===== config.mk =====
export PLATFORM = sky130hd
export DESIGN_NAME = instr_fetch_buffer
export DESIGN_NICKNAME = d
export VERILOG_FILES = /design/src/rtl/instr_fetch_buffer_pkg.sv /design/src/rtl/instr_byte_aligner.sv /design/src/rtl/instr_fetch_buffer.sv
export SDC_FILE = /design/constraint.sdc
export NUM_CORES = 1
export LEC_CHECK = 0
export ABC_CLOCK_PERIOD_IN_PS = 2250
export BUFFER_PORTS_ARGS = -buffer_cell sky130_fd_sc_hd__buf_2
export CAP_MARGIN = 20
export CORE_ASPECT_RATIO = 0.75
export CORE_MARGIN = 2
export CORE_UTILIZATION = 51
export DETAILED_ROUTE_END_ITERATION = 12
export PLACE_DENSITY = 0.85
export SKIP_CTS_REPAIR_TIMING = 1
export SYNTH_ARGS = -nofsm -noshare
export SYNTH_HDL_FRONTEND = slang
export SYNTH_SLANG_ARGS = --single-unit

===== constraint.sdc =====
create_clock -name clk -period 2.25 [get_ports clk]
set_input_delay 0.1125 -clock clk [delete_from_list [all_inputs] [get_ports clk]]
set_output_delay 0.1125 -clock clk [all_outputs]
set_load 0.01 [all_outputs]

===== src/rtl/instr_fetch_buffer_pkg.sv =====
// Shared fetch-stage definitions: window geometry, FSM encoding and the
// rule for how many memory words an instruction window spans.
package instr_fetch_buffer_pkg;

    localparam int IBYTES     = 10;
    localparam int WORD_BYTES = 8;
    localparam int WORD_W     = WORD_BYTES * 8;
    localparam int MAX_WORDS  = 3;
    localparam int WIN_W      = IBYTES * 8;
    localparam int BUF_W      = MAX_WORDS * WORD_W;
    localparam int OFF_W      = $clog2(WORD_BYTES);

    // Only an offset of 7 pushes byte 9 into a third word.
    localparam logic [OFF_W-1:0] SPAN3_OFF = OFF_W'(7);

    typedef enum logic [1:0] {
        ST_IDLE  = 2'd0,
        ST_FETCH = 2'd1,
        ST_DONE  = 2'd2
    } fetch_state_t;

    function automatic logic [1:0] words_needed(input logic [OFF_W-1:0] off);
        return (off == SPAN3_OFF) ? 2'd3 : 2'd2;
    endfunction

endpackage


===== src/rtl/instr_byte_aligner.sv =====
// Extracts the IBYTES-byte little-endian window starting at byte `off`
// of a MAX_WORDS-word buffer. Purely combinational.
module instr_byte_aligner
    import instr_fetch_buffer_pkg::*;
(
    input  logic [BUF_W-1:0]  buf_words,
    input  logic [OFF_W-1:0]  off,
    output logic [WIN_W-1:0]  window
);

    assign window = buf_words[{off, 3'b000} +: WIN_W];

endmodule


===== src/rtl/instr_fetch_buffer.sv =====
// Fetch front end: reads the aligned words covering the instruction at pc,
// then presents an aligned 80-bit window with valid/error flags.
module instr_fetch_buffer
    import instr_fetch_buffer_pkg::*;
#(
    parameter int ADDR_W = 64
) (
    input  logic               clk,
    input  logic               rst_n,
    input  logic               start,
    input  logic [ADDR_W-1:0]  pc,
    output logic               mem_req,
    output logic [ADDR_W-1:0]  mem_addr,
    input  logic [WORD_W-1:0]  mem_rdata,
    input  logic               mem_ack,
    input  logic               mem_err,
    output logic               busy,
    output logic               instr_valid,
    output logic               instr_error,
    output logic [WIN_W-1:0]   instruction,
    output fetch_state_t       dbg_state
);

    localparam int BASE_W = ADDR_W - OFF_W;

    fetch_state_t                     state;
    logic [BASE_W-1:0]                base;
    logic [OFF_W-1:0]                 off;
    logic [1:0]                       idx;
    logic [1:0]                       nwords;
    logic [MAX_WORDS-1:0][WORD_W-1:0] word_buf;
    logic                             load_win;
    logic                             err_seen;
    logic [WIN_W-1:0]                 window;

    // Handshake: mem_req stays high with a stable mem_addr until mem_ack is
    // seen on a rising edge; that edge consumes one word (same-cycle ack ok).
    assign mem_req   = (state == ST_FETCH);
    assign mem_addr  = {base + BASE_W'(idx), {OFF_W{1'b0}}};
    assign dbg_state = state;

    instr_byte_aligner u_aligner (
        .buf_words (word_buf),
        .off       (off),
        .window    (window)
    );

    always_ff @(posedge clk or negedge rst_n) begin
        if (!rst_n) begin
            state       <= ST_IDLE;
            base        <= '0;
            off         <= '0;
            idx         <= '0;
            nwords      <= '0;
            word_buf    <= '0;
            load_win    <= 1'b0;
            err_seen    <= 1'b0;
            busy        <= 1'b0;
            instr_valid <= 1'b0;
            instr_error <= 1'b0;
            instruction <= '0;
        end else begin
            case (state)
                ST_FETCH: begin
                    if (mem_ack) begin
                        word_buf[idx] <= mem_rdata;
                        if (mem_err || (idx == nwords - 2'd1)) begin
                            err_seen <= mem_err;
                            load_win <= 1'b1;
                            busy     <= 1'b0;
                            state    <= ST_DONE;
                        end else begin
                            idx <= idx + 2'd1;
                        end
                    end
                end
                default: begin
                    if (start) begin
                        base        <= pc[ADDR_W-1:OFF_W];
                        off         <= pc[OFF_W-1:0];
                        nwords      <= words_needed(pc[OFF_W-1:0]);
                        idx         <= '0;
                        word_buf    <= '0;
                        load_win    <= 1'b0;
                        err_seen    <= 1'b0;
                        instr_valid <= 1'b0;
                        instr_error <= 1'b0;
                        busy        <= 1'b1;
                        state       <= ST_FETCH;
                    end else if (load_win) begin
                        // Window is taken from the settled buffer one cycle after the last word.
                        instruction <= window;
                        instr_valid <= 1'b1;
                        instr_error <= err_seen;
                        load_win    <= 1'b0;
                    end
                end
            endcase
        end
    end

endmodule


* Word-level counts from Yosys, hierarchy flattened
Cells that the tools add are included.
** Word-level totals
- Register bits after elaboration :: 347
- Output and inout port bits :: 150
- Word-level logic and storage cells :: 69
- Input port bits :: 133
** Operators by class
- $add $sub $neg :: 3
- Reduce and logical (&&, ||, !) cells :: 11
- Bitwise gates (word level) :: 2
- Eq/ne operators :: 6
- Order comparisons :: 2
- Shift-type cells :: 1
- Multiplexer cells :: 30
** Operators with widths (count)
- $mux W192 :: 3
- $bwmux W192 :: 1
- $shiftx A192 B7 Y80 :: 1
- $demux W64 S2 :: 1
- $mux W64 :: 1
- $add A61 B2 Y61 :: 1
- $mux W1 :: 16
- $mux W2 :: 8
- $reduce_and A3 Y1 :: 3
- $reduce_and A2 Y1 :: 4
- $ne A2 B1 Y1 const B :: 2
- $reduce_bool A2 Y1 :: 2
- $eq A3 B3 Y1 const B :: 1
- $lt A2 B3 Y1 const B :: 1
- $add A2 B1 Y2 const B :: 1
- $eq A2 B1 Y1 const B :: 1
- $eq A2 B2 Y1 :: 1
- $ge A2 B1 Y1 const B :: 1
- $ne A2 B2 Y1 const B :: 1
- $not A1 Y1 :: 2
- $sub A2 B1 Y2 const B :: 1
- $logic_and A1 B1 Y1 :: 1
- $logic_or A1 B1 Y1 :: 1

* Longest topological paths before layout
Gate-level depths: netlist (run 1).
- Depth in word-level cells :: 7
- Depth in mapped cells :: 10
- Gate-level depth less buffers :: 7

* Cells and area by module
A second synthesis (run 1) with hierarchy kept.
** Unflattened totals
- Cells, all modules :: 1958
- Area total of the unflattened synthesis :: 18684.2 µm²
** Modules (own cells, without submodules)
- instr_fetch_buffer :: sequential area each 8658.3 µm², cells each 1525, instances 1, area an instance 14719.1 µm²
- instr_byte_aligner :: sequential area each 0.0 µm², cells each 433, instances 1, area an instance 3965.1 µm²

* Least setup slack after synthesis (run 1)
No wires, ideal clock.
- Path type :: reg2out
- Start point :: register idx[0]
- End point :: output mem_addr[27]
- Slack :: -161 ps
- Buffers on the path :: 0
- Arrival time :: 2299 ps
- Stages on the path, launching flop included :: 8
- Data required time :: 2138 ps
- Cells stage by stage :: dfrtp_1 > ha_1 > inv_1 > fa_1 > or4_1 > nor3_2 > nand4_1 > xnor2_1
** On the way
- Word-level cells in the longest chain between the ends :: 1
** RTL lines
- start, declared :: line instr_fetch_buffer.sv:29 : logic [1:0] idx;
- start signal, assigned :: line instr_fetch_buffer.sv:73 : idx <= idx + 2'd1;
- $add A61 B2 Y61 :: line instr_fetch_buffer.sv:39 : assign mem_addr = {base + BASE_W'(idx), {OFF_W{1'b0}}};
- end, declared :: line instr_fetch_buffer.sv:13 : output logic [ADDR_W-1:0] mem_addr,
No other way between the ends.

* Worst setup path in the final report (run 1)
- Start point :: register base[0]
- End point :: output mem_addr[32]
** On the way
- Word-level cells in the longest chain between the ends :: 1
** RTL lines
- start, declared :: line instr_fetch_buffer.sv:27 : logic [BASE_W-1:0] base;
- start signal, assigned :: line instr_fetch_buffer.sv:79 : base <= pc[ADDR_W-1:OFF_W];
- $add A61 B2 Y61 :: line instr_fetch_buffer.sv:39
No other way between the ends.

==> qor_table.md, run 1 <==
| Step | Result | Value |
|:---|:---|:---|
| clock network | Htree depth | 1 |
| sta | Layout Skew | 0.02819 ns |
| yosys | Yosys synthesis warning count | 0 |
| global routing | Global-route usage over all layers | 33.10% |
| setup path | Critical path's slowest cell | sky130_fd_sc_hd__or4b_4 |
| global routing | First-pass GRT wire length | 81210 um |
| clock network | Cell chosen for the clock root | sky130_fd_sc_hd__clkbuf_16 |
| clock network | Clock-pin slew reported for the worst setup and hold paths after clock tree synthesis | 0.07 ns |
| yosys | Netlist area before placement | 15780 um^2 |
| drt | Final ANT Viol Nets | 0 |
| drt | Routed vias | 15316 |
| global routing | Overall overflow remaining after global route | 0 |
| power | Total power per unit cell area | 1389 nW/um^2 |
| sta | Relative slew margins | 60.22% |
| sta | Final hold vios | 0 |
| setup path | Data arrival time at the worst-slack endpoint | 3.02 ns |
| sta | Tightest hold margin | 0.06472 ns |
| setup path | Max Fanout on Critical Path | 8 |
| run status | Outcome | complete, but fails checks |
| die | Row cnt | 55 |
| job | Max-cap violations | 0 |
| yosys | Yosys cell types | 45 |
| drt | Post-detailed-route DRC marker count | 0 |
| yosys | Number of register bits inferred by synthesis | 290 |
| drt | Final Routed Wirelength | 59040 um |
| drt | Drt first-iter violations | 1697 |
| sta | Max Clock Freq | 0.3189 GHz |
| sta | Final count of negative-setup-slack endpoints | 57 |
| clock network | Clk sink count | 290 |
| place | Pre-CTS setup slack | -0.1423 ns |
| sta | Max-slew violation count | 0 |
| yosys | Sequential cell area fraction in the yosys report | 45.98% |
| drt | Number of detailed-route iterations in the first pass | 8 |
| global routing | Number of antenna violations at the first check in global routing | 1 |
| cells and area | Post-layout instance count excluding filler cells | 2583 |
| setup path | Largest stage delay on the critical path | 0.56 ns |
| yosys | Gate Count Post-Synth | 1718 |
| die | Floorplan Core Area | 30280 um^2 |
| power | VDD IR-drop max | 0.0006882 V |
| setup path | Worst r2r path cells | 5 |
| yosys | Async SR Flop Fraction | 100.0% |
| cells and area | Share of cells above drive strength 1 | 26.94% |
| drt | Routed wire length per instance | 22.86 um |
| clock network | CTS max path bufs | 3 |
| global routing | Met2 layer usage reported by global route | 46.52% |
| place | GP Congestion | 0.9917 |
| setup path | Critical path launch point type | flop |
| sta | Setup repair after global routing missed its margin | yes |
| die | Top-level I/O count | 283 |
| global routing | Global routing met1 resource utilization | 47.59% |
| setup path | Nature of the critical path endpoint | output pin |
| sta | Worst Tran Pin Value | 0.5967 ns |
| place | Port-buffer cells | 279 |
| setup path | Classification of the worst setup path | flop to output pin |
| sta | Final min period | 3.136 ns |
| drt | Via-per-instance ratio | 5.930 |
| global routing | Met3 capacity usage during global routing | 12.84% |
| yosys | Top-area cell type share of the netlist area | 45.98% |
| yosys | Count of flip-flops with a built-in enable after synthesis | 0 |
| cells and area | Area growth from synthesis to final layout | 34.84% |
| worst hold path | Tightest Hold Check Type | primary input to async pin |
| setup path | Required time at the endpoint of the critical path | 2.14 ns |
| die | Chip width | 207.1 um |
| place | Half-perimeter wire length of the detailed placement result | 41240 um |
| global routing | Layer with the highest usage | met1 |
| clock network | TritonCTS clock tree | built |
| cells and area | Nets@finish | 2301 |
| cells and area | Area of all placed cells without fillers | 21280 um^2 |
| die | Initial Util | 52.12% |
| power | Cell leakage power | 10.06 nW |
| place | Standard cell area after detailed placement | 18340 um^2 |
| place | Cells after DPL | 2384 |
| cells and area | Core utilization of the finished layout | 70.28% |
| run status | Violated checks | negative setup slack |
| die | Die ar. | 32380 um^2 |
| yosys | Most area-hungry cell type in the Yosys netlist | sky130_fd_sc_hd__dfrtp_1 |
| yosys | Post-synthesis area per instance | 9.186 um^2 |
| sta | Final period utilization | 139.4% |
| yosys | Dominant register cell in the synthesized netlist | sky130_fd_sc_hd__dfrtp_1 |
| global routing | Largest net degree at the start of global routing | 161 |
| yosys | Dominant cells by area after synthesis | sky130_fd_sc_hd__dfrtp_1 46%, sky130_fd_sc_hd__nand2_1 13%, sky130_fd_sc_hd__mux2i_1 10%, sky130_fd_sc_hd__o21ai_0 7.1%, sky130_fd_sc_hd__mux4_2 6.9% |
| setup path | CP Cell Sequence | ha_2 -> buf_4 -> a21oi_4 -> nand4bb_4 -> or4b_4 -> buf_12 -> clkbuf_16 -> nor2_4 -> xor2_1 -> buf_2 |
| die | Die outline height | 156.3 um |
| clock network | Clock Latency Late Sink | 0.58 ns |
| global routing | Vias in the first global route | 13336 |
| sta | Smallest setup slack after layout | -0.8863 ns |
| clock network | TritonCTS buffer count | 29 |
## cell usage after synthesis (5+ instances only)
master	instances
sky130_fd_sc_hd__nand4_1	10
sky130_fd_sc_hd__dfrtp_1	290
sky130_fd_sc_hd__ha_1	5
sky130_fd_sc_hd__xnor2_1	24
sky130_fd_sc_hd__mux4_2	48
sky130_fd_sc_hd__buf_1	13
sky130_fd_sc_hd__a21oi_1	34
sky130_fd_sc_hd__nand3_1	27
sky130_fd_sc_hd__o21ai_0	224
sky130_fd_sc_hd__buf_2	16
sky130_fd_sc_hd__xor2_1	36
sky130_fd_sc_hd__a211oi_1	32
sky130_fd_sc_hd__nand2b_1	5
sky130_fd_sc_hd__nor2b_1	34
sky130_fd_sc_hd__inv_1	13
sky130_fd_sc_hd__nor2_1	21
sky130_fd_sc_hd__mux2i_1	162
sky130_fd_sc_hd__nor4_1	6
sky130_fd_sc_hd__clkbuf_1	94
sky130_fd_sc_hd__nand2_1	566
sky130_fd_sc_hd__and3_1	6
sky130_fd_sc_hd__nor3_1	14
## through the flow
| step | TNS, ns | power (W) |
|---|---|---|
| 2_1_floorplan | -0.009071 | 0.01722 |
| 3_3_place_gp | -0.4282 | 0.02288 |
| 3_5_place_dp | -1.591 | 0.02333 |
| 4_1_cts | -29.81 | 0.02847 |
| 5_1_grt | -35.71 | 0.03098 |
| 6_report | -32.11 | 0.02957 |
## cell families after synthesis
logic type	count (synthesis)	synth area share (%)
AOI/OAI and AO/OA	292	9.792
buffers and inverters	142	3.695
muxes	211	17.20
DFF	290	45.98
and+or+nand+nor	716	19.46
xor gates and xnor gates	60	3.330
other	1	0.02376
adders and majority gates	6	0.5233
## path summary, 6_finish.rpt
path                                 start         endpoint  slack [ns]
setup / recovery                   base[0]     mem_addr[32]       -0.89
min in group clk                    pc[59]         base[56]        0.27
hold reg to reg            instruction[31]  instruction[31]        0.48
hold / removal                       rst_n    word_buf[104]        0.06
max in group asynchronous            rst_n  instruction[37]        1.42
setup reg to reg                    off[0]  instruction[39]        0.09
## registers in the layout, indices dropped and copies added, names as in the netlist, 2 cells and up
signal       count
dbg_state        2
base            61
nwords           2
word_buf       136
instruction     80
off              3
idx              2
## report_power, final
| group | switching (W) | internal, W | total (W) |
|---|---|---|---|
| Combinational | 0.00832 | 0.00616 | 0.0145 |
| Clock | 0.00220 | 0.00288 | 0.00508 |
| Sequential | 0.00267 | 0.00733 | 0.0100 |
## critical path, delay by kind of cell, from the launching register on
family | cells | cell delay (ns)
and+or+nand+nor | 3 | 0.88
buffers and inverters | 4 | 0.65
DFF | 1 | 0.40
xor gates and xnor gates | 1 | 0.26
adders and majority gates | 1 | 0.21
AOI/OAI and AO/OA | 1 | 0.05
## cells in the final DEF (no fill, tap or decap), types with 4 or more instances in the layout
cell type / count
sky130_fd_sc_hd__clkinv_2: 6
sky130_fd_sc_hd__mux2i_1: 162
sky130_fd_sc_hd__nand3_1: 20
sky130_fd_sc_hd__nor3_4: 12
sky130_fd_sc_hd__clkbuf_16: 30
sky130_fd_sc_hd__dfrtp_1: 283
sky130_fd_sc_hd__nand2_1: 564
sky130_fd_sc_hd__nor2b_1: 33
sky130_fd_sc_hd__inv_1: 12
sky130_fd_sc_hd__o21ai_0: 224
sky130_fd_sc_hd__clkbuf_1: 6
sky130_fd_sc_hd__nor3_1: 4
sky130_fd_sc_hd__buf_4: 95
sky130_fd_sc_hd__dfrtp_2: 4
sky130_fd_sc_hd__xnor2_2: 15
sky130_fd_sc_hd__xor2_1: 35
sky130_fd_sc_hd__nor4_4: 5
sky130_fd_sc_hd__a211oi_1: 32
sky130_fd_sc_hd__nor2_4: 10
sky130_fd_sc_hd__buf_6: 11
sky130_fd_sc_hd__dlygate4sd3_1: 133
sky130_fd_sc_hd__bufinv_16: 4
sky130_fd_sc_hd__buf_2: 278
sky130_fd_sc_hd__nand2b_1: 5
sky130_fd_sc_hd__nand4_1: 10
sky130_fd_sc_hd__xnor2_1: 9
sky130_fd_sc_hd__buf_12: 20
sky130_fd_sc_hd__nor4_1: 4
sky130_fd_sc_hd__a21oi_1: 33
sky130_fd_sc_hd__nand3_4: 5
sky130_fd_sc_hd__mux4_2: 48
sky130_fd_sc_hd__nor2_1: 9
sky130_fd_sc_hd__and3_4: 4
## metal layers
layer / vias up / share of wire [%]
met5: - / 0
met3: 207 / 12
li1: 6734 / -
met4: 0 / 4.4
met2: 932 / 43
met1: 7443 / 40
## final cells by class
| type | instances | area, um^2 |
|---|---|---|
| Clock inverter | 16 | 200.2 |
| Tap cell | 399 | 499.2 |
| Antenna cell | 1 | 2.502 |
| Clock buffer | 36 | 762.0 |
| Inverter | 13 | 48.80 |
| Sequential cell | 290 | 7273 |
| Fill cell | 2181 | 9000 |
| Timing Repair Buffer | 540 | 4015 |
| Multi-Input combinational cell | 1288 | 8478 |
(Power assumes the default switching activity.)
==> run 2: changes to the inputs <==
- PLACE_DENSITY: 0.85 -> 0.77
==> qor_table.md, run 2 (synthesis gave the netlist of run 1 again) <==
| Step | Result | Value | vs previous |
|:---|:---|:---|:---|
| run status | Outcome | complete, but fails checks | unchanged |
| run status | Violated checks | negative setup slack | unchanged |
| drt | Routed wire length per instance | 22.32 um | was 22.86 um |
| clock network | Cell chosen for the clock root | sky130_fd_sc_hd__clkbuf_16 | unchanged |
| setup path | Cell repeated most along the worst path | sky130_fd_sc_hd__buf_6 |  |
| global routing | Number of antenna violations at the first check in global routing | 4 | was 1 |
| clock network | TritonCTS clock tree | built | unchanged |
| power | Cell leakage power | 10.06 nW | about the same |
| setup path | Required time at the endpoint of the critical path | 2.14 ns | about the same |
| sta | Max-slew violation count | 0 | unchanged |
| setup path | Classification of the worst setup path | flop to output pin | unchanged |
| cells and area | Register with the most flip-flops | word_buf | unchanged |
| cells and area | Registers with the most flip-flops | word_buf x136, instruction x80, base x61 | unchanged |
| drt | Post-detailed-route DRC marker count | 0 | unchanged |
| drt | Final Routed Wirelength | 57460 um | was 59040 um |
| worst hold path | Tightest Hold Check Type | primary input to async pin | unchanged |
| sta | Smallest setup slack after layout | -0.8291 ns | was -0.8863 ns |
| cells and area | Most frequent standard cell in the layout excluding fill and tap cells | sky130_fd_sc_hd__nand2_1 | unchanged |
| clock network | Clock Latency Late Sink | 0.58 ns | about the same |
| global routing | Global-route usage over all layers | 31.99% | was 33.10% |
| die | Chip width | 207.1 um | unchanged |
| cells and area | Area growth from synthesis to final layout | 35.22% | was 34.84% |
| drt | Drt first-iter violations | 1896 | was 1697 |
| power | Switching Share | 43.86% | was 44.65% |
| power | Fraction of power consumed by sequential logic | 33.7% | was 33.8% |
| sta | Max Clock Freq | 0.3248 GHz | was 0.3189 GHz |
| cells and area | Fillcell total | 2215 | was 2181 |
| setup path | Max Fanout on Critical Path | 7 | was 8 |
| die | Top-level I/O count | 283 | unchanged |
| power | Fraction of power consumed by the clock network | 18.6% | was 17.2% |
| cells and area | Share of cells above drive strength 1 | 26.89% | was 26.94% |
| drt | Final ANT Viol Nets | 0 | unchanged |
| setup path | Critical path's slowest cell | sky130_fd_sc_hd__dfrtp_1 | was sky130_fd_sc_hd__or4b_4 |
| place | GP Congestion | 0.9950 | was 0.9917 |
| place | Half-perimeter wire length of the detailed placement result | 40090 um | was 41240 um |
| global routing | Overall overflow remaining after global route | 0 | unchanged |
| setup path | Data arrival time at the worst-slack endpoint | 2.97 ns | was 3.02 ns |
| power | Combinational cell fraction of total power | 47.7% | was 49.0% |
| sta | Final period utilization | 136.9% | was 139.4% |
| die | Die ar. | 32380 um^2 | unchanged |
| setup path | Cell type group with the largest total delay on the critical path | simple AND/OR/NAND/NOR gates | unchanged |
| power | Cell-internal power | 0.01669 W | was 0.01637 W |
| die | Initial Util | 52.12% | unchanged |
| cells and area | Sequential cell area | 7273 um^2 | unchanged |
| die | Die outline height | 156.3 um | unchanged |
| sta | Sum of negative setup slack | -30.78 ns | was -32.11 ns |
| job | Max-cap violations | 0 | unchanged |
| sta | Worst Tran Pin Value | 0.6635 ns | was 0.5967 ns |
| sta | Layout Skew | 0.01277 ns | was 0.02819 ns |
| setup path | Largest stage delay on the critical path | 0.39 ns | was 0.56 ns |
| place | Pre-CTS setup slack | -0.1935 ns | was -0.1423 ns |
| global routing | Largest net degree at the start of global routing | 89 | was 161 |
| drt | Via-per-instance ratio | 5.899 | was 5.930 |
| cells and area | Area occupied by multi-input gates | 8473 um^2 | was 8478 um^2 |
| sta | Setup repair after global routing missed its margin | yes | unchanged |
| global routing | Vias in the first global route | 13342 | was 13336 |
| drt | Routed vias | 15189 | was 15316 |
| clock network | Clock-pin slew reported for the worst setup and hold paths after clock tree synthesis | 0.07 ns | about the same |
| sta | Final count of negative-setup-slack endpoints | 56 | was 57 |
| cells and area | Nets@finish | 2288 | was 2301 |
| power | VDD IR-drop max | 0.0008812 V | was 0.0006882 V |
| clock network | Htree depth | 1 | unchanged |
| power | Total power per unit cell area | 1393 nW/um^2 | was 1389 nW/um^2 |
| drt | Number of detailed-route iterations in the first pass | 5 | was 8 |
| setup path | Critical path launch point type | flop | unchanged |
| place | Port-buffer cells | 279 | unchanged |
| global routing | First-pass GRT wire length | 79150 um | was 81210 um |
| setup path | Total buffers and inverters traversed by the critical path | 4 | unchanged |
| sta | Relative slew margins | 55.77% | was 60.22% |
| clock network | CTS max path bufs | 3 | unchanged |
| setup path | CP Cell Sequence | ha_2 -> inv_2 -> fa_2 -> buf_6 -> nor4_4 -> nand4b_1 -> buf_6 -> nor3_2 -> xor2_1 -> buf_2 | was ha_2 -> buf_4 -> a21oi_4 -> nand4bb_4 -> or4b_4 -> buf_12 -> clkbuf_16 -> nor2_4 -> xor2_1 -> buf_2 |
| cells and area | Top library cells by usage in the layout, fill and taps aside | 563 x sky130_fd_sc_hd__nand2_1, 283 x sky130_fd_sc_hd__dfrtp_1, 278 x sky130_fd_sc_hd__buf_2 | was 564 x sky130_fd_sc_hd__nand2_1, 283 x sky130_fd_sc_hd__dfrtp_1, 278 x sky130_fd_sc_hd__buf_2 |
| die | Floorplan Core Area | 30280 um^2 | unchanged |
| die | Row cnt | 55 | unchanged |
| sta | Final min period | 3.079 ns | was 3.136 ns |
| clock network | Clk sink count | 290 | unchanged |
| power | Switching power summed over all nets | 0.01304 W | was 0.01320 W |
| setup path | Nature of the critical path endpoint | output pin | unchanged |
| cells and area | Max FFs per register | 136 | unchanged |
| sta | Final hold vios | 0 | unchanged |
| clock network | TritonCTS buffer count | 30 | was 29 |
run 2: metrics by stage:
stage               hold WS [ns]  power (W)  instance area (um^2)  cells  util (%)
floorplan                -0.1831    0.01722                 15850   1720         -
global placement          0.1192    0.02264                 18250   2369     60.29
detailed placement        0.1082    0.02307                 18250   2369     60.29
CTS                      -0.5030    0.02864                 19360   2424     63.93
global route              0.1299    0.03115                 21340   2575     70.48
finish                   0.08794    0.02973                 21340   2575     70.48
run 2: worst paths after layout:
| path | start | end | slack (ns) | cells after the start |
|---|---|---|---|---|
| max | idx[0] | mem_addr[53] | -0.83 | 10 |
| min | rst_n | base[35] | 0.09 | 2 |
| max reg2reg | idx[1] | idx[1] | 0.03 | 8 |
| min reg2reg | instruction[26] | instruction[26] | 0.47 | 2 |
| max in group asynchronous | rst_n | instruction[51] | 1.33 | 3 |
| min in group clk | pc[47] | base[44] | 0.27 | 4 |
run 2: cell type report:
class / instances / area share, %
repair buffers: 526 / 18.43
inverters: 13 / 0.2287
well taps: 399 / 2.339
diodes: 4 / 0.04691
flip-flops and latches: 290 / 34.08
clock inverters: 15 / 1.044
multi-input cells: 1288 / 39.71
clock buffers: 40 / 4.122
run 2: power by group through the flow:
stage	Combinational (W)	Sequential (W)	Clock, W
after detailed placement	0.0132	0.00982	0
after CTS	0.0133	0.00976	0.00557
after global placement	0.0129	0.00972	0
after global routing	0.0152	0.0102	0.00579
after floorplan	0.00821	0.00900	0
final	0.0142	0.0100	0.00553
run 2: per-layer routing:
| metal | wire, um | GRT usage (%) | up-vias |
|---|---|---|---|
| li1 | - | - | 6696 |
| met5 | 58 | 1.499 | - |
| met1 | 23320 | 47.84 | 7376 |
| met3 | 7519 | 11.28 | 175 |
| met4 | 2359 | 9.694 | 2 |
| met2 | 24210 | 43.08 | 940 |
==> run 3: changes to the inputs <==
- ABC_AREA: not set -> 1
- CORE_UTILIZATION: 51 -> 52
- PLACE_DENSITY: 0.77 -> 0.78
==> qor_table.md, run 3 <==
| Step | Result | Value | vs previous |
|:---|:---|:---|:---|
| drt | Routed wire length per instance | 22.23 um | was 22.32 um |
| sta | Sum of negative setup slack | -13.53 ns | was -30.78 ns |
| cells and area | Most frequent standard cell in the layout excluding fill and tap cells | sky130_fd_sc_hd__nand2_1 | unchanged |
| cells and area | Top library cells by usage in the layout, fill and taps aside | 870 x sky130_fd_sc_hd__nand2_1, 278 x sky130_fd_sc_hd__buf_2, 270 x sky130_fd_sc_hd__dfrtp_1 | was 563 x sky130_fd_sc_hd__nand2_1, 283 x sky130_fd_sc_hd__dfrtp_1, 278 x sky130_fd_sc_hd__buf_2 |
| yosys | Dominant cells by area after synthesis | sky130_fd_sc_hd__dfrtp_1 44%, sky130_fd_sc_hd__nand2_1 20%, sky130_fd_sc_hd__o21ai_1 7.6%, sky130_fd_sc_hd__nand3_1 5.8%, sky130_fd_sc_hd__inv_1 3.4% | was sky130_fd_sc_hd__dfrtp_1 46%, sky130_fd_sc_hd__nand2_1 13%, sky130_fd_sc_hd__mux2i_1 10%, sky130_fd_sc_hd__o21ai_0 7.1%, sky130_fd_sc_hd__mux4_2 6.9% |
| sta | Max-slew violation count | 0 | unchanged |
| yosys | Sequential cell area fraction in the yosys report | 43.54% | was 45.98% |
| sta | Max Clock Freq | 0.3832 GHz | was 0.3248 GHz |
| cells and area | Max FFs per register | 136 | unchanged |
| die | Die ar. | 33520 um^2 | was 32380 um^2 |
| yosys | Number of register bits inferred by synthesis | 290 | unchanged |
| global routing | First-pass GRT wire length | 99370 um | was 79150 um |
| yosys | Async SR Flop Fraction | 100.0% | unchanged |
| drt | Final ANT Viol Nets | 0 | unchanged |
| sta | Final hold vios | 0 | unchanged |
| die | Row cnt | 56 | was 55 |
| cells and area | Area growth from synthesis to final layout | 28.68% | was 35.22% |
| clock network | TritonCTS clock tree | built | unchanged |
| yosys | Post-synthesis share of cell area spent on xor and xnor gates | 2.312% | was 3.330% |
| die | Top-level I/O count | 283 | unchanged |
| die | Chip width | 210.7 um | was 207.1 um |
| drt | Via-per-instance ratio | 5.852 | was 5.899 |
| setup path | Max Fanout on Critical Path | 6 | was 7 |
| global routing | Global-route usage over all layers | 39.41% | was 31.99% |
| yosys | Cell with the most instances after synthesis | sky130_fd_sc_hd__nand2_1 | unchanged |
| place | Half-perimeter wire length of the detailed placement result | 50820 um | was 40090 um |
| cells and area | Registers with the most flip-flops | word_buf x136, instruction x80, base x61 | unchanged |
| die | Die outline height | 159.1 um | was 156.3 um |
| power | Cell leakage power | 11.01 nW | was 10.06 nW |
| cells and area | Nets@finish | 2867 | was 2288 |
| yosys | Gate Count Post-Synth | 2350 | was 1718 |
| clock network | Clk sink count | 290 | unchanged |
| die | Floorplan Core Area | 31390 um^2 | was 30280 um^2 |
| run status | Violated checks | negative setup slack | unchanged |
| place | Cells after DPL | 2957 | was 2369 |
| sta | Relative slew margins | 43.08% | was 55.77% |
| global routing | Overall overflow remaining after global route | 0 | unchanged |
| cells and area | Register with the most flip-flops | word_buf | unchanged |
| setup path | Required time at the endpoint of the critical path | 2.14 ns | about the same |
| sta | Final count of negative-setup-slack endpoints | 55 | was 56 |
| clock network | Htree depth | 1 | unchanged |
| sta | Layout Skew | 0.02086 ns | was 0.01277 ns |
| drt | Drt first-iter violations | 2437 | was 1896 |
| sta | Smallest setup slack after layout | -0.3593 ns | was -0.8291 ns |
| clock network | CTS max path bufs | 3 | unchanged |
| yosys | Post-synthesis area per instance | 7.093 um^2 | was 9.186 um^2 |
| sta | Worst Tran Pin Value | 0.8538 ns | was 0.6635 ns |
| clock network | Clock-pin slew reported for the worst setup and hold paths after clock tree synthesis | 0.07 ns | about the same |
| yosys | Portion of netlist area occupied by mux cells | 0% | was 17.20% |
| place | GP Congestion | 1.021 | was 0.9950 |
| yosys | Dominant register cell in the synthesized netlist | sky130_fd_sc_hd__dfrtp_1 | unchanged |
| yosys | Netlist area before placement | 16670 um^2 | was 15780 um^2 |
| place | Pre-CTS setup slack | 0.01271 ns | was -0.1935 ns |
| cells and area | Post-layout instance count excluding filler cells | 3158 | was 2575 |
| yosys | Yosys cell types | 39 | was 45 |
| yosys | Post-synthesis compound-gate area fraction | 13.26% | was 9.791% |
| yosys | Top-area cell type share of the netlist area | 43.54% | was 45.98% |
| worst hold path | Tightest Hold Check Type | primary input to flop | was primary input to async pin |
| clock network | Cell chosen for the clock root | sky130_fd_sc_hd__clkbuf_16 | unchanged |
| yosys | Adder-Cell Fraction of Synth Area | 0.4954% | was 0.5233% |
| yosys | Combinational family with the most area after synthesis | simple AND/OR/NAND/NOR gates | unchanged |
| clock network | TritonCTS buffer count | 29 | was 30 |
| cells and area | Fillcell total | 2627 | was 2215 |
| drt | Final Routed Wirelength | 70210 um | was 57460 um |
| run status | Outcome | complete, but fails checks | unchanged |
| clock network | Clock Latency Late Sink | 0.58 ns | about the same |
| sta | Final period utilization | 116.0% | was 136.9% |
| global routing | Largest net degree at the start of global routing | 102 | was 89 |
| yosys | Count of flip-flops with a built-in enable after synthesis | 0 | unchanged |
| yosys | Yosys synthesis warning count | 0 | unchanged |
| drt | Post-detailed-route DRC marker count | 0 | unchanged |
| job | Max-cap violations | 0 | unchanged |
| die | Initial Util | 53.10% | was 52.12% |
| global routing | Vias in the first global route | 16163 | was 13342 |
| yosys | Top cells by instance count after synthesis | 886 x sky130_fd_sc_hd__nand2_1, 290 x sky130_fd_sc_hd__dfrtp_1, 254 x sky130_fd_sc_hd__o21ai_1, 194 x sky130_fd_sc_hd__nand3_1, 151 x sky130_fd_sc_hd__inv_1 | was 566 x sky130_fd_sc_hd__nand2_1, 290 x sky130_fd_sc_hd__dfrtp_1, 224 x sky130_fd_sc_hd__o21ai_0, 162 x sky130_fd_sc_hd__mux2i_1, 94 x sky130_fd_sc_hd__clkbuf_1 |
| global routing | Number of antenna violations at the first check in global routing | 3 | was 4 |
| setup path | Data arrival time at the worst-slack endpoint | 2.50 ns | was 2.97 ns |
| drt | Routed vias | 18480 | was 15189 |
| setup path | Critical path launch point type | flop | unchanged |
| place | Port-buffer cells | 279 | unchanged |
| power | VDD IR-drop max | 0.001481 V | was 0.0008812 V |
| setup path | Classification of the worst setup path | flop to output pin | unchanged |
| drt | Number of detailed-route iterations in the first pass | 6 | was 5 |
| sta | Setup repair after global routing missed its margin | yes | unchanged |
| sta | Final min period | 2.609 ns | was 3.079 ns |
| cells and area | Share of cells above drive strength 1 | 20.47% | was 26.89% |
| power | Total power per unit cell area | 1473 nW/um^2 | was 1393 nW/um^2 |
| yosys | Most area-hungry cell type in the Yosys netlist | sky130_fd_sc_hd__dfrtp_1 | unchanged |
| setup path | Nature of the critical path endpoint | output pin | unchanged |
| yosys | Basic-gate share of the synthesized area counting and, or, nand and nor cells | 32.63% | was 19.46% |
-- run 3: cell types whose count changed in the layout (fill, tap and decap cells not counted), moves of 32 or more --
cell / previous run / this run
sky130_fd_sc_hd__nand2_1: 563 / 870
sky130_fd_sc_hd__o21ai_1: 0 / 253
sky130_fd_sc_hd__nand3_1: 18 / 192
sky130_fd_sc_hd__mux2i_1: 162 / 0
sky130_fd_sc_hd__inv_1: 12 / 147
sky130_fd_sc_hd__o21ai_0: 224 / 91
sky130_fd_sc_hd__nor2_1: 8 / 95
sky130_fd_sc_hd__mux4_2: 48 / 0
sky130_fd_sc_hd__nor2b_1: 33 / 0
sky130_fd_sc_hd__a211oi_1: 32 / 0
-- run 3: worst max-delay path, stage by stage, from the launching register on --
cell and delay, ns:
sky130_fd_sc_hd__dfrtp_1 0.41, sky130_fd_sc_hd__ha_1 0.32, sky130_fd_sc_hd__nand2_1 0.08, sky130_fd_sc_hd__nand2_2 0.12, sky130_fd_sc_hd__nand3_4 0.19, sky130_fd_sc_hd__nor2_4 0.28
sky130_fd_sc_hd__buf_6 0.15, sky130_fd_sc_hd__nand3_1 0.06, sky130_fd_sc_hd__nand2_1 0.08, sky130_fd_sc_hd__nand2_1 0.07, sky130_fd_sc_hd__buf_2 0.16
-- run 3: cell families (layout without fill, tap and decap cells) --
logic type | Yosys count | after routing
simple gates | 1291 | 1291
other cells | 1 | 4
buf+inv | 300 | 699
xor+xnor | 44 | 44
compound gates | 418 | 418
flops | 290 | 290
fa+ha+maj | 6 | 6
-- run 3: final cells by class --
type | count | area [um^2] | share of cell area [%]
sequential | 290 | 7284 | 33.96
timing repair buffer | 484 | 3540 | 16.50
antenna | 1 | 2.502 | 0.01167
inverter | 161 | 606.8 | 2.829
tap | 406 | 508.0 | 2.368
clock buffer | 39 | 843.3 | 3.932
multi-input combinational | 1762 | 8436 | 39.33
clock inverter | 15 | 229.0 | 1.067
-- run 3: worst paths after layout --
| kind | start | end | slack, ns | cells past startpoint |
|---|---|---|---|---|
| worst max register to register | idx[0] | word_buf[27] | 0.30 | 7 |
| min in group asynchronous | rst_n | instruction[25] | 0.12 | 2 |
| worst min-delay path | mem_ack | err_seen | 0.06 | 5 |
| max in group asynchronous | rst_n | base[32] | 1.34 | 3 |
| worst max-delay path | idx[1] | mem_addr[48] | -0.36 | 10 |
| worst min register to register | instruction[71] | instruction[71] | 0.47 | 2 |
-- run 3: report_power, final --
| group | internal, W | total (W) | leakage [nW] | switching (W) |
|---|---|---|---|---|
| Sequential | 0.00724 | 0.00926 | 3.76 | 0.00202 |
| Clock | 0.00322 | 0.00541 | 0.514 | 0.00219 |
| Combinational | 0.00551 | 0.0169 | 6.73 | 0.0114 |
| Total | 0.0160 | 0.0316 | 11.0 | 0.0156 |
-- run 3: routing by layer --
| layer | global-route usage [%] | wire, um | vias to the layer above |
|---|---|---|---|
| met4 | 9.763 | 2228 | 4 |
| met5 | 0 | 22 | - |
| met3 | 16.27 | 10590 | 154 |
| met1 | 59.62 | 29430 | 8832 |
| met2 | 51.44 | 27940 | 1201 |
| li1 | - | - | 8289 |
-- run 3: stage by stage --
stage | hold slack [ns] | util [%] | power, W | instance area, um^2
2_1_floorplan | -0.1831 | - | 0.01853 | 16680
3_3_place_gp | 0.1279 | 59.30 | 0.02478 | 18610
3_5_place_dp | 0.1313 | 59.30 | 0.02494 | 18610
4_1_cts | -0.4629 | 62.72 | 0.03042 | 19690
5_1_grt | 0.07152 | 68.33 | 0.03328 | 21450
6_report | 0.06384 | 68.33 | 0.03159 | 21450
